`config.mk`:
```
export PLATFORM = sky130hd
export DESIGN_NAME = add_sequencer
export DESIGN_NICKNAME = d
export VERILOG_FILES = /design/src/rtl/add_sequencer.sv
export SDC_FILE = /design/constraint.sdc
export NUM_CORES = 1
export LEC_CHECK = 0
export CORE_UTILIZATION = 35
export DETAILED_ROUTE_END_ITERATION = 8
export SLEW_MARGIN = 0
export SYNTH_ARGS = -nofsm -noshare
export SYNTH_HDL_FRONTEND = slang
export SYNTH_SLANG_ARGS = --single-unit
```
`constraint.sdc`:
```
create_clock -name clock -period 2.3 [get_ports clock]
set_input_delay 0.46 -clock clock [delete_from_list [all_inputs] [get_ports clock]]
set_output_delay 0.46 -clock clock [all_outputs]
set_load 0.01 [all_outputs]
```
`src/rtl/add_sequencer.sv`:
```
// Moore control sequencer for a three-register accumulate datapath: loads an
// immediate into RA, copies it to RB, then performs N passes of RB <= A + RB.
module add_sequencer #(
    parameter int CNT_W = 4
) (
    input  logic             clock,
    input  logic             clear,
    input  logic             start,
    input  logic [CNT_W-1:0] count,
    output logic             RAin,
    output logic             RBin,
    output logic             RZin,
    output logic             RAout,
    output logic             RBout,
    output logic             RZout,
    output logic             busy,
    output logic             done,
    output logic [CNT_W-1:0] remaining
);

    typedef enum logic [2:0] {
        S_IDLE  = 3'd0,
        S_LOADA = 3'd1,
        S_XFER  = 3'd2,
        S_ADD   = 3'd3,
        S_WB    = 3'd4,
        S_DONE  = 3'd5
    } state_t;

    state_t           r_state;
    state_t           w_next_state;
    logic [CNT_W-1:0] r_remaining;
    logic [CNT_W-1:0] w_next_remaining;
    // Packed as {busy, done, RAin, RBin, RZin, RAout, RBout, RZout}
    logic [7:0]       r_outs;

    function automatic logic [7:0] decode_outs(input state_t s);
        case (s)
            S_LOADA: decode_outs = 8'b1010_0000;
            S_XFER:  decode_outs = 8'b1001_0100;
            S_ADD:   decode_outs = 8'b1000_1010;
            S_WB:    decode_outs = 8'b1001_0001;
            S_DONE:  decode_outs = 8'b0100_0000;
            default: decode_outs = 8'b0000_0000;
        endcase
    endfunction

    always_comb begin
        w_next_state     = r_state;
        w_next_remaining = r_remaining;
        case (r_state)
            S_IDLE: begin
                if (start) begin
                    w_next_state     = S_LOADA;
                    w_next_remaining = count;
                end
            end
            S_LOADA: w_next_state = S_XFER;
            S_XFER:  w_next_state = (r_remaining == '0) ? S_DONE : S_ADD;
            S_ADD:   w_next_state = S_WB;
            S_WB: begin
                // Only reachable with remaining >= 1, so this never wraps
                w_next_remaining = r_remaining - CNT_W'(1);
                w_next_state     = (r_remaining == CNT_W'(1)) ? S_DONE : S_ADD;
            end
            S_DONE:  w_next_state = S_IDLE;
            default: w_next_state = S_IDLE;
        endcase
    end

    // Outputs are registered from the next state so they stay a pure Moore decode
    always_ff @(posedge clock or posedge clear) begin
        if (clear) begin
            r_state     <= S_IDLE;
            r_remaining <= '0;
            r_outs      <= '0;
        end else begin
            r_state     <= w_next_state;
            r_remaining <= w_next_remaining;
            r_outs      <= decode_outs(w_next_state);
        end
    end

    assign {busy, done, RAin, RBin, RZin, RAout, RBout, RZout} = r_outs;
    assign remaining = r_remaining;

endmodule
```
==> key figures <==
Worst setup path
  – Data arrival, critical path: 1.35 ns
  – CP required: 1.84 ns
  – CP cell instances: clkdlybuf4s50_1
  – Slowest-stage cell, CP: clkdlybuf4s50_1
  – Max stage delay on crit path: 0.58 ns
  – Crit path from: remaining[2]
  – Max Fanout on Critical Path: 8
  – Startpoint type of the worst setup path: flop
  – CP Capture Type: output port
  – CP delay by family, top: buffers and inverters
  – CP Class: reg -> out
  – Worst r2r src: remaining[0]
  – Buf/Inv on CP: 1

Pwr
  – Maximum VDD drop: 0.000487 V
  – Leak: 0.395 nW
  – Pwr/cell area: 1320 mW/mm²

Cells and area
  – Share of layout cells above drive strength 1: 7.95%
  – Cell area after layout: 937 µm²
  – Synth-to-Final Area Change: 28.0%
  – Number of diodes: 0
  – Filler instances: 201
  – Fin nets: 100

Routing
  – Final WL: 1400 µm
  – Vias post-DR: 581
  – Starting DRT DRC Count: 10
  – DRC: 0
  – Vias/cell: 5.05
  – Pre-Repair DR Iteration Count: 4
  – Wire per inst: 12.2 µm
  – Post-route ant nets: 0

GRT
  – Vias in the first global route: 516
  – Wire length of the first global-routing pass: 2320 µm
  – Overflow after GRT: 0
  – Antenna violations before repair: 0
  – Largest net degree at the start of global routing: 17
  – GR Util All Layers: 15.0%

Placed design
  – Detailed placer's ending HPWL: 1010 µm
  – Port bufs: 18
  – Placed instance area: 915 µm²
  – Placer Congestion: 0.757

Die
  – Core footprint: 0.00196 mm²
  – Cell Rows: 16
  – Die Area: 0.00228 mm²
  – Initial core utilization: 37.3%
  – Die Y: 47.7 µm
  – Boundary Pins: 19
  – Die width: 47.7 µm

Synth
  – Number of synthesized register bits: 14
  – Yosys cell types: 31
  – Synth Cell Area: 732 µm²
  – Post-synth ARST share: 100%
  – Syn avg cell area: 10.3 µm²
  – Synth top cells by count: 14 x dfrtp_1, 6 x inv_1, 5 x nand2_1, 5 x o21ai_0
  – Synth area leader: dfrtp_1
  – Sequential fraction of the synthesis area: 47.9%
  – Synth Flop Type: dfrtp_1
  – Instance count of the mapped netlist: 71
  – Top-count cell post-synth: dfrtp_1
  – Largest cells by area after synthesis: dfrtp_1 48%, ha_1 5.1%, nand2b_1 3.4%, nor2b_1 3.4%, o21ai_0 3.4%
  – Top cell type's share of synthesized area: 47.9%
  – Yosys Warn Count: 0
  – Post-synth EDFFs: 0
  – Post-Syn Nets: 81

Flow run
  – Max cap viols: 0

CTS
  – Count of hold-fix buffers inserted at cts: 0
  – H-tree depth: 1
  – Max clock buf depth: 2
  – Post-CTS Setup Inserts: 0
  – Clk_lat worst skew: 0.28 ns
  – CTS tree: built
  – CTS sink cnt: 14
  – TritonCTS Buffers: 3
  – PostCTS Resize Cnt: 0
  – Reg clk slew, reported paths: 0.08 ns
  – Root Buffer: clkbuf_4

STA
  – Worst slew pin tran: 0.542 ns
  – Final Max Slew Viols: 0
  – # setup viols final: 0
  – Minimum clock period: 1.81 ns
  – Hold Fails Final Rpt: 0
  – Worst Clk Skew: 0.00905 ns
  – TNS Setup: 0 ns
  – Final period utilization: 78.7%
  – RSZ-0062 raised after global routing: no
  – Fmax: 0.553 GHz
  – Slew Limit Headroom: 63.9%

Run status
  – Status: finished, final reports clean

Min path
  – Worst hold path class: in -> async
-- metrics by stage --
step	power, W	hold slack [ns]	cells	util [%]	worst slack [ns]
floorplan	0.000881	0.349	71	-	0.934
global placement	0.00110	0.571	112	46.6	0.645
detailed placement	0.00111	0.556	112	46.6	0.655
CTS	0.00125	0.537	115	47.8	0.480
global route	0.00135	0.605	115	47.8	0.405
finish	0.00123	0.518	115	47.8	0.491
-- state kept, by name (all words and copies together), names as in the netlist --
signal and count:
r_state 3, r_outs 7, remaining 4
-- logic make-up (layout without fill, tap and decap cells) --
group,count (synthesis),count (layout),share of synthesized area [%]
flip-flops,14,14,47.9
AO/OA/AOI/OAI,15,15,13.3
AND/OR/NAND/NOR,29,29,26.3
buffers and inverters,10,27,7.35
adder cells (fa/ha/maj),3,3,5.13
-- layout by cell type (no fill, tap or decap) --
cell type        count
nor3_1               3
or3b_4               1
inv_1                6
nand4b_1             1
nand2_1              5
o21ai_0              5
clkbuf_4             3
a21o_1               1
nand3_2              1
nor4b_2              1
nor4b_1              1
ha_1                 3
clkdlybuf4s50_1     18
nor2_4               1
o31ai_1              1
nand4_1              1
a21oi_1              2
a22oi_1              1
and2_1               1
a2bb2oi_1            1
nor4_1               2
a211oi_1             1
nor3b_1              1
nand3b_1             1
nor2b_1              4
nand2b_1             4
o211ai_1             2
nor2_1               1
o2111ai_1            1
dfrtp_1             14
-- final timing paths --
path	endpoint	slack (ns)	depth (start not counted)
min reg2reg	r_outs[6]	0.57	1
min	remaining[2]	0.52	2
max	remaining[2]	0.49	1
max in group asynchronous	r_state[2]	1.42	2
min in group clock	r_outs[6]	0.57	1
max reg2reg	r_outs[7]	0.84	5
-- area by class of cell --
class / instances / area, µm² / area share [%]
clock buffer: 3 / 22.5 / 2.40
inverter: 6 / 22.5 / 2.40
tap: 27 / 33.8 / 3.60
sequential: 14 / 350 / 37.4
timing repair buffer: 18 / 180 / 19.2
multi-input combinational: 47 / 328 / 35.0
-- worst register-to-register path, delay by kind of cell (launching register included) --
kind	cells	cell delay [ns]
buffers and inverters	1	0.11
AND/OR/NAND/NOR	2	0.44
AO/OA/AOI/OAI	1	0.13
adder cells (fa/ha/maj)	1	0.17
flip-flops	1	0.46
-- layer usage --
metal / part of all wire (%) / vias up / track usage, %
met2: 48 / 15 / 21.9
met3: 2.6 / 2 / 2.26
met5: 0 / - / 0
met4: 1.2 / 0 / 8.33
met1: 49 / 277 / 21.2
li1: - / 287 / -
-- where the power goes --
group	switching, W	leakage (nW)	internal [W]
Combinational	0.000244	0.207	0.000319
Clock	0.0000735	0.0138	0.0000606
Sequential	0.000182	0.175	0.000353
Total	0.000499	0.395	0.000733
No activity file was read; power rests on OpenSTA's default activity.
